`src/rtl/noc_local_port.sv`:
```
// rtl/noc_local_port.sv - local core network interface for one mesh router port
//
// Purpose: TX FIFO plus initiator FSM injecting core flits into the router,
// and a responder FSM plus RX FIFO accepting flits from the router for the core.
// Sticky error flags and saturating flit counters are provided for debug.
//
// Ports:
//   clk, rst                       clock, asynchronous active-high reset
//   tx_push, tx_dest, tx_data      core flit write into the TX FIFO
//   tx_full                        TX FIFO full (registered)
//   out_addr, out_data, out_valid  flit towards the router
//   from_out_ack                   one-cycle ack from the router
//   in_addr, in_data, in_valid     flit from the router
//   to_in_ack                      one-cycle ack towards the router
//   rx_valid, rx_addr, rx_data     head of the RX FIFO
//   rx_pop                         core consumes the RX head
//   err_flags                      sticky [0] TX overflow, [1] self push, [2] misroute
//   tx_count, rx_count             saturating flit counters
module noc_local_port #(
  parameter int NODE_ADDR  = 7,
  parameter int ADDR_W     = 5,
  parameter int DATA_W     = 32,
  parameter int FIFO_DEPTH = 4
) (
  input  logic              clk,
  input  logic              rst,
  input  logic              tx_push,
  input  logic [ADDR_W-1:0] tx_dest,
  input  logic [DATA_W-1:0] tx_data,
  output logic              tx_full,
  output logic [ADDR_W-1:0] out_addr,
  output logic [DATA_W-1:0] out_data,
  output logic              out_valid,
  input  logic              from_out_ack,
  input  logic [ADDR_W-1:0] in_addr,
  input  logic [DATA_W-1:0] in_data,
  input  logic              in_valid,
  output logic              to_in_ack,
  output logic              rx_valid,
  output logic [ADDR_W-1:0] rx_addr,
  output logic [DATA_W-1:0] rx_data,
  input  logic              rx_pop,
  output logic [2:0]        err_flags,
  output logic [15:0]       tx_count,
  output logic [15:0]       rx_count
);

  localparam int PTR_W  = (FIFO_DEPTH > 1) ? $clog2(FIFO_DEPTH) : 1;
  localparam int CNT_W  = PTR_W + 1;
  localparam int FLIT_W = ADDR_W + DATA_W;
  localparam logic [CNT_W-1:0]  DEPTH_C = CNT_W'(FIFO_DEPTH);
  localparam logic [ADDR_W-1:0] SELF_C  = ADDR_W'(NODE_ADDR);

  typedef enum logic [1:0] {TX_IDLE, TX_SEND, TX_GAP} tx_state_t;
  typedef enum logic [1:0] {RX_IDLE, RX_ACK, RX_DRAIN} rx_state_t;

  // TX side state
  logic [FLIT_W-1:0] tx_mem [FIFO_DEPTH];
  logic [PTR_W-1:0]  tx_wr_ptr_q, tx_wr_ptr_d;
  logic [PTR_W-1:0]  tx_rd_ptr_q, tx_rd_ptr_d;
  logic [CNT_W-1:0]  tx_cnt_q, tx_cnt_d;
  logic              tx_full_q, tx_full_d;
  tx_state_t         tx_state_q, tx_state_d;
  logic [ADDR_W-1:0] out_addr_q, out_addr_d;
  logic [DATA_W-1:0] out_data_q, out_data_d;
  logic              out_valid_q, out_valid_d;
  logic [15:0]       tx_count_q, tx_count_d;
  logic              tx_we, tx_rd, tx_ovf, tx_self;
  logic [FLIT_W-1:0] tx_head;

  // RX side state
  logic [FLIT_W-1:0] rx_mem [FIFO_DEPTH];
  logic [PTR_W-1:0]  rx_wr_ptr_q, rx_wr_ptr_d;
  logic [PTR_W-1:0]  rx_rd_ptr_q, rx_rd_ptr_d;
  logic [CNT_W-1:0]  rx_cnt_q, rx_cnt_d;
  rx_state_t         rx_state_q, rx_state_d;
  logic              to_in_ack_q, to_in_ack_d;
  logic [15:0]       rx_count_q, rx_count_d;
  logic              rx_we, rx_rd, rx_space, rx_misroute;
  logic [FLIT_W-1:0] rx_head;

  logic [2:0]        err_flags_q, err_flags_d;

  assign tx_head = tx_mem[tx_rd_ptr_q];
  assign rx_head = rx_mem[rx_rd_ptr_q];

  // TX FIFO write side and initiator FSM
  always_comb begin
    tx_state_d  = tx_state_q;
    out_addr_d  = out_addr_q;
    out_data_d  = out_data_q;
    out_valid_d = out_valid_q;
    tx_count_d  = tx_count_q;
    tx_rd       = 1'b0;

    // Full is judged on current occupancy so tx_full seen by the core is authoritative.
    tx_ovf  = tx_push && (tx_cnt_q == DEPTH_C);
    tx_self = tx_push && (tx_dest == SELF_C);
    tx_we   = tx_push && !tx_ovf && !tx_self;

    case (tx_state_q)
      TX_IDLE: begin
        if (tx_cnt_q != '0) begin
          out_addr_d  = tx_head[FLIT_W-1:DATA_W];
          out_data_d  = tx_head[DATA_W-1:0];
          out_valid_d = 1'b1;
          tx_rd       = 1'b1;
          tx_state_d  = TX_SEND;
        end
      end
      TX_SEND: begin
        if (from_out_ack) begin
          out_addr_d  = '0;
          out_data_d  = '0;
          out_valid_d = 1'b0;
          tx_count_d  = (tx_count_q == 16'hFFFF) ? tx_count_q : tx_count_q + 16'd1;
          tx_state_d  = TX_GAP;
        end
      end
      TX_GAP:  tx_state_d = TX_IDLE;
      default: tx_state_d = TX_IDLE;
    endcase

    tx_wr_ptr_d = tx_we ? tx_wr_ptr_q + PTR_W'(1) : tx_wr_ptr_q;
    tx_rd_ptr_d = tx_rd ? tx_rd_ptr_q + PTR_W'(1) : tx_rd_ptr_q;
    tx_cnt_d    = tx_cnt_q + CNT_W'(tx_we) - CNT_W'(tx_rd);
    tx_full_d   = (tx_cnt_d == DEPTH_C);
  end

  // Responder FSM and RX FIFO
  always_comb begin
    rx_state_d  = rx_state_q;
    to_in_ack_d = 1'b0;
    rx_count_d  = rx_count_q;
    rx_we       = 1'b0;
    rx_misroute = 1'b0;

    rx_rd    = rx_pop && (rx_cnt_q != '0);
    // A pop in the same cycle frees the slot, so a full FIFO may still accept.
    rx_space = (rx_cnt_q != DEPTH_C) || rx_pop;

    case (rx_state_q)
      RX_IDLE: begin
        if (in_valid && rx_space) begin
          to_in_ack_d = 1'b1;
          rx_state_d  = RX_ACK;
          if (in_addr == SELF_C) begin
            rx_we      = 1'b1;
            rx_count_d = (rx_count_q == 16'hFFFF) ? rx_count_q : rx_count_q + 16'd1;
          end else begin
            rx_misroute = 1'b1;
          end
        end
      end
      RX_ACK:  rx_state_d = RX_DRAIN;
      // Wait for the router to drop valid so the same flit is not captured twice.
      RX_DRAIN: begin
        if (!in_valid) rx_state_d = RX_IDLE;
      end
      default: rx_state_d = RX_IDLE;
    endcase

    rx_wr_ptr_d = rx_we ? rx_wr_ptr_q + PTR_W'(1) : rx_wr_ptr_q;
    rx_rd_ptr_d = rx_rd ? rx_rd_ptr_q + PTR_W'(1) : rx_rd_ptr_q;
    rx_cnt_d    = rx_cnt_q + CNT_W'(rx_we) - CNT_W'(rx_rd);
  end

  always_comb begin
    err_flags_d = err_flags_q | {rx_misroute, tx_self, tx_ovf};
  end

  always_ff @(posedge clk or posedge rst) begin
    if (rst) begin
      tx_wr_ptr_q <= '0;
      tx_rd_ptr_q <= '0;
      tx_cnt_q    <= '0;
      tx_full_q   <= 1'b0;
      tx_state_q  <= TX_IDLE;
      out_addr_q  <= '0;
      out_data_q  <= '0;
      out_valid_q <= 1'b0;
      tx_count_q  <= '0;
      rx_wr_ptr_q <= '0;
      rx_rd_ptr_q <= '0;
      rx_cnt_q    <= '0;
      rx_state_q  <= RX_IDLE;
      to_in_ack_q <= 1'b0;
      rx_count_q  <= '0;
      err_flags_q <= '0;
    end else begin
      tx_wr_ptr_q <= tx_wr_ptr_d;
      tx_rd_ptr_q <= tx_rd_ptr_d;
      tx_cnt_q    <= tx_cnt_d;
      tx_full_q   <= tx_full_d;
      tx_state_q  <= tx_state_d;
      out_addr_q  <= out_addr_d;
      out_data_q  <= out_data_d;
      out_valid_q <= out_valid_d;
      tx_count_q  <= tx_count_d;
      rx_wr_ptr_q <= rx_wr_ptr_d;
      rx_rd_ptr_q <= rx_rd_ptr_d;
      rx_cnt_q    <= rx_cnt_d;
      rx_state_q  <= rx_state_d;
      to_in_ack_q <= to_in_ack_d;
      rx_count_q  <= rx_count_d;
      err_flags_q <= err_flags_d;
    end
  end

  // Storage needs no reset: occupancy gates everything that reads it.
  always_ff @(posedge clk) begin
    if (tx_we) tx_mem[tx_wr_ptr_q] <= {tx_dest, tx_data};
    if (rx_we) rx_mem[rx_wr_ptr_q] <= {in_addr, in_data};
  end

  assign tx_full   = tx_full_q;
  assign out_addr  = out_addr_q;
  assign out_data  = out_data_q;
  assign out_valid = out_valid_q;
  assign to_in_ack = to_in_ack_q;
  assign rx_valid  = (rx_cnt_q != '0);
  assign rx_addr   = rx_valid ? rx_head[FLIT_W-1:DATA_W] : '0;
  assign rx_data   = rx_valid ? rx_head[DATA_W-1:0] : '0;
  assign err_flags = err_flags_q;
  assign tx_count  = tx_count_q;
  assign rx_count  = rx_count_q;

endmodule

```
`config.mk`:
```
export PLATFORM = sky130hd
export DESIGN_NAME = noc_local_port
export DESIGN_NICKNAME = d
export VERILOG_FILES = /design/src/rtl/noc_local_port.sv
export SDC_FILE = /design/constraint.sdc
export NUM_CORES = 1
export LEC_CHECK = 0
export ABC_AREA = 1
export CAP_MARGIN = 5
export CELL_PAD_IN_SITES_DETAIL_PLACEMENT = 0
export CELL_PAD_IN_SITES_GLOBAL_PLACEMENT = 1
export CORE_ASPECT_RATIO = 0.75
export CORE_MARGIN = 2
export CORE_UTILIZATION = 48
export DETAILED_ROUTE_END_ITERATION = 16
export PLACE_DENSITY = 0.95
export RECOVER_POWER = 100
export SLEW_MARGIN = 20
export SYNTH_ARGS = -nofsm -noshare
export SYNTH_HDL_FRONTEND = slang
export SYNTH_SLANG_ARGS = --single-unit
```
`constraint.sdc`:
```
create_clock -name clk -period 7.9 [get_ports clk]
set_clock_uncertainty 0.05 [all_clocks]
set_input_delay 1.58 -clock clk [delete_from_list [all_inputs] [get_ports clk]]
set_output_delay 1.58 -clock clk [all_outputs]
set_load 0.05 [all_outputs]
```
== Yosys cells after proc, flatten, opt, wreduce, memory -nomap -nowiden ==
Memories as Yosys holds them, arrays and structs flattened.
Index checks and enable logic that the tools add are counted.
Widths: inputs -> output; s select.
Word-level totals
  output and inout bits: 113
  bits in registers: 93
  memories kept: 2
  input port bits: 80
  word-level logic and storage cells: 95
  bits in writable memories: 296
Operators by class
  equal/unequal tests: 14
  mux-type cells: 31
  bitwise logic cells: 3
  reductions and logical operators: 19
  add/subtract/negate cells: 10
Memory list
  rx_mem: depth 4, bits a word 37, read ports 1, clocked after memory_dff 0, write ports 1, line 72  | logic [FLIT_W-1:0] rx_mem [FIFO_DEPTH];
  tx_mem: depth 4, bits a word 37, read ports 1, clocked after memory_dff 0, write ports 1, line 58  | logic [FLIT_W-1:0] tx_mem [FIFO_DEPTH];
Operators by type and width (number)
  $mux 32: 3
  $pmux 32 s2: 1
  $add 16x1->16 const B: 2
  $eq 16x16->1 const B: 2
  $mux 1: 16
  $mux 5: 3
  $eq 5x3->1 const B: 2
  $pmux 5 s2: 1
  $add 2x1->2 const B: 4
  $mux 2: 4
  $ne 2x2->1 const B: 4
  $add 3x1->3: 2
  $eq 3x3->1 const B: 2
  $logic_and 1x1->1: 6
  $pmux 2 s3: 1
  $reduce_and 3->1: 2
  $reduce_bool 3->1: 2
  $sub 3x1->3: 2
  $eq 2x1->1 const B: 2
  $logic_not 2->1: 2
  $pmux 2 s2: 1
  $reduce_and 2->1: 2
  $reduce_and 4->1: 1
  $ne 3x3->1 const B: 1
  7 further kinds: 9

== Depth between registers and ports, before layout ==
  depth after elaboration: 8
  gate-level depth with buffers: 13

== Worst setup path after synthesis ==
OpenSTA, ideal clock, no wires.
  kind: in2reg
  start: in in_addr[1]
  end: mem rx_mem[0][0] in the netlist's numbering (enable)
  data required time: 7419 ps
  arrival: 3820 ps
  slack: 3599 ps
  path buffers: 1
  stages: 6
  cells stage by stage: nand2_1 > nand3b_1 > nor2_1 > buf_2 > inv_2 > nor2_1
Between the ends
  longest elaborated chain between the ends: 6
Ends and longest elaborated chain
  start: declaration: line 35  | input logic [ADDR_W-1:0] in_addr,
  $eq 5x3->1: line 147  | if (in_addr == SELF_C) begin
  $mux 1: line 147
  $mux 1: line 144  | if (in_valid && rx_space) begin
  $mux 1: line 142  | case (rx_state_q)
  $mux 1: line 213  | if (rx_we) rx_mem[rx_wr_ptr_q] <= {in_addr, in_data};
  $mux 1 (implied by the code): line 213
  end: declaration: line 72
Every way passes these cells.

== Worst setup path in the final report ==
  start: reg rx_cnt_q[2]
  end: out rx_data[28]
Between the ends
  longest elaborated chain between the ends: 2
Ends and longest elaborated chain
  start: declaration: line 75  | logic [CNT_W-1:0] rx_cnt_q, rx_cnt_d;
  start signal: assignment: line 202  | rx_cnt_q <= rx_cnt_d;
  $reduce_bool 3->1: line 221  | assign rx_valid = (rx_cnt_q != '0);
  $mux 32: line 223  | assign rx_data = rx_valid ? rx_head[DATA_W-1:0] : '0;
  end: declaration: line 41  | output logic [DATA_W-1:0] rx_data,
Every way passes these cells.

==> results.toml <==
[status]
status = "finished, violations left"
violations = "capacitance limit, slew limit"

[global_routing]
grt_max_degree = 77
grt-ovfl-total = 0
antenna_found_initial = 9
grt_pass1_wl_um = 56840
grt_usage_pct = 20.77
grt_pass1_vias = 10440

[timing]
fin_crit_sh_pct = 72.09
period_needed_ns = 5.695
worst_pin_slew_ns = 3.161
slew-limit-headroom_pct = -110.8
tns_ns = 0
hold_viol = 0
maxSlewViolCount = 400
fmax_mhz = 175.6
finalSetupViolCount = 0
rsz0062_at_grt = "no"

[yosys]
syn_inst = 1392
syn-cell-area_mm2 = 0.01589
yosysSeqAreaShare_pct = 70.57
synth.distinct_cells = 36
synth_fp_nets = 1488
ys_seq_elements = 389
yosysWarnings = 0
syn_avg_cell_area_um2 = 11.42

[clocking]
cts-resized-gates = 0
clk_pin_slew_worst_paths_ns = 0.06
clock-sinks = 389
numCtsBuffers = 38
clk_latency_ns = 0.53
htreeDepth = 2
cts_tree = "done"
cts_setup_buffers = 0
clk_path_buf_depth = 3
ctsHoldBuffers = 0
cts_root_buf = "clkbuf_16"

[final_layout]
seqCellArea_mm2 = 0.01122
drive_above_1_share_pct = 5.908
stdcell_count = 2056
flow.area_growth_from_synthesis_pct = 22.02
multi_input_area_mm2 = 0.004078
design_area_mm2 = 0.01939
fillers = 2594
nets = 1675

[die]
fp.dieH_um = 161.6
die_x_um = 214.1
core_area_mm2 = 0.03252
ioPinCount = 193
start_util_pct = 48.87
die-area_mm2 = 0.03460
num_rows = 57

[routing]
firstDrtPassIters = 5
drt_iter0_markers = 1034
viasPerCell = 5.277
drc_errors = 0
vias = 10850
wl_um = 36020
routedWlPerCell_um = 17.52
final_antenna_net_count = 0

[pwr]
p_sw_share_pct = 41.71
comb_power_share_pct = 40.9
ir_drop_mv = 0.2917
leakagePower_nw = 7.350
p_seq_share_pct = 35.7
switchingPower_w = 0.003193
pwr-share-clk_pct = 23.3
power.density_mw_per_mm2 = 394.8
internal_power_w = 0.004463

[placement]
port_buffers = 192
place_area_mm2 = 0.01825
dp_hpwl_um = 21890
place_congestion = 0.7791
dp_cells = 1979

[worst_setup_path]
cp_data_required_time_ns = 6.27
cp_max_fo = 29
crit_type = "flip-flop to output pin"
arrival_ns = 4.06
critPathLaunchType = "flip-flop"
cp-end-kind = "output pin"

[job]
drv_cap = 10

[worst_hold_path]
hold_path_class = "flip-flop to flip-flop"
## synth_stat cells, drive strengths merged
cell type	count	share of area [%]
nor3	2	0.063
clkbuf	28	0.67
a21oi	37	1.2
inv	75	1.8
o21bai	1	0.047
xnor2	6	0.33
xor2	13	0.72
edfxtp	296	56
nand3b	2	0.094
a21o	1	0.047
o22ai	37	1.5
nor2	285	7.3
nand3	37	1.3
buf	35	1.3
fa	2	0.25
o21ai	158	5.1
ha	14	1.1
nand2	252	6.1
clkinv	1	0.024
nand4	17	0.71
dfrtp	93	15
## power groups by stage
| stage | logic [W] | registers (W) | clock network (W) |
|---|---|---|---|
| after floorplan | 0.00187 | 0.00312 | 0 |
| after global placement | 0.00319 | 0.00276 | 0 |
| after detailed placement | 0.00326 | 0.00277 | 0 |
| after CTS | 0.00329 | 0.00273 | 0.00182 |
| after global routing | 0.00340 | 0.00277 | 0.00191 |
| final | 0.00313 | 0.00274 | 0.00179 |
## cell type report
class | count | area share [%]
repair buffers | 210 | 10.39
well taps | 442 | 2.852
inverters | 76 | 1.484
clock inverters | 23 | 1.148
diodes | 6 | 0.07742
multi-input cells | 864 | 21.03
flip-flops and latches | 389 | 57.85
clock buffers | 46 | 5.168
## state kept, by name, indices dropped and copies added, names as in the netlist, 3 cells and up
name / cells
rx_mem: 148
tx_mem: 148
out_data: 32
rx_count: 16
tx_count: 16
out_addr: 5
err_flags: 3
rx_cnt_q: 3
tx_cnt_q: 3
## layer usage
layer  wire (um)  part of all wire (%)  track usage [%]  vias to the layer above
met5          13                 0.036                0                        -
met4         698                   1.9            5.587                        2
met3        2975                   8.3            4.444                       60
met2       16330                    45            31.70                      429
met1       16000                    44            30.45                     5213
li1            -                     -                -                     5146
## through the flow
stage / setup WS [ns] / total power [W] / utilization (%) / hold slack, ns
3_5_place_dp: 3.533 / 0.006030 / 56.13 / 0.3982
6_report: 2.205 / 0.007656 / 59.63 / 0.4049
4_1_cts: 3.027 / 0.007836 / 59.89 / 0.4118
2_1_floorplan: 3.599 / 0.004992 / - / 0.3971
5_1_grt: 1.941 / 0.008078 / 59.61 / 0.4363
3_3_place_gp: 3.664 / 0.005951 / 56.13 / 0.4076
## cells in the final DEF (no fill, tap or decap), drive strengths merged, types with 2 or more instances in the layout
| master | instances |
|---|---|
| clkinvlp | 5 |
| dlygate4sd3 | 189 |
| xnor2 | 6 |
| nor3 | 2 |
| xor2 | 13 |
| o22ai | 37 |
| nand3 | 37 |
| inv | 73 |
| clkbuf | 57 |
| diode | 6 |
| bufinv | 4 |
| nor2 | 285 |
| fa | 2 |
| a21oi | 37 |
| nand2 | 252 |
| o21ai | 158 |
| edfxtp | 296 |
| clkinv | 17 |
| dfrtp | 93 |
| buf | 7 |
| nand3b | 2 |
| clkdlybuf4s50 | 3 |
| ha | 14 |
| nand4 | 17 |
## worst paths after layout
kind,startpoint,to,slack [ns],cells after the start
setup reg to reg,tx_rd_ptr_q[0]$_DFFE_PP0P_,out_data[7]$_DFFE_PP0P_,2.70,7
hold reg to reg,err_flags[2]$_DFF_PP0_,err_flags[2]$_DFF_PP0_,0.40,1
setup / recovery,rx_cnt_q[2]$_DFF_PP0_,rx_data[28],2.21,4
min in group asynchronous,rst,out_data[28]$_DFFE_PP0P_,2.11,2
max in group asynchronous,rst,tx_rd_ptr_q[0]$_DFFE_PP0P_,4.15,3
hold / removal,err_flags[2]$_DFF_PP0_,err_flags[2]$_DFF_PP0_,0.40,1
## cell families (layout without fill, tap and decap cells)
kind of cell,count (synthesis),after routing,share of synthesized area [%]
xor+xnor,19,19,1.047
compound gates,234,234,7.833
fa+ha+maj,16,16,1.354
flops,389,389,70.57
simple gates,595,595,15.48
other cells,0,6,0
buf+inv,139,355,3.716
## critical path: stages, from the launching register on
cell           delay, ns
dfrtp_1             0.41
nor3_1              1.03
clkbuf_1            1.04
a21oi_1             0.18
dlygate4sd3_1       0.85
No activity file was read; power rests on OpenSTA's default activity.
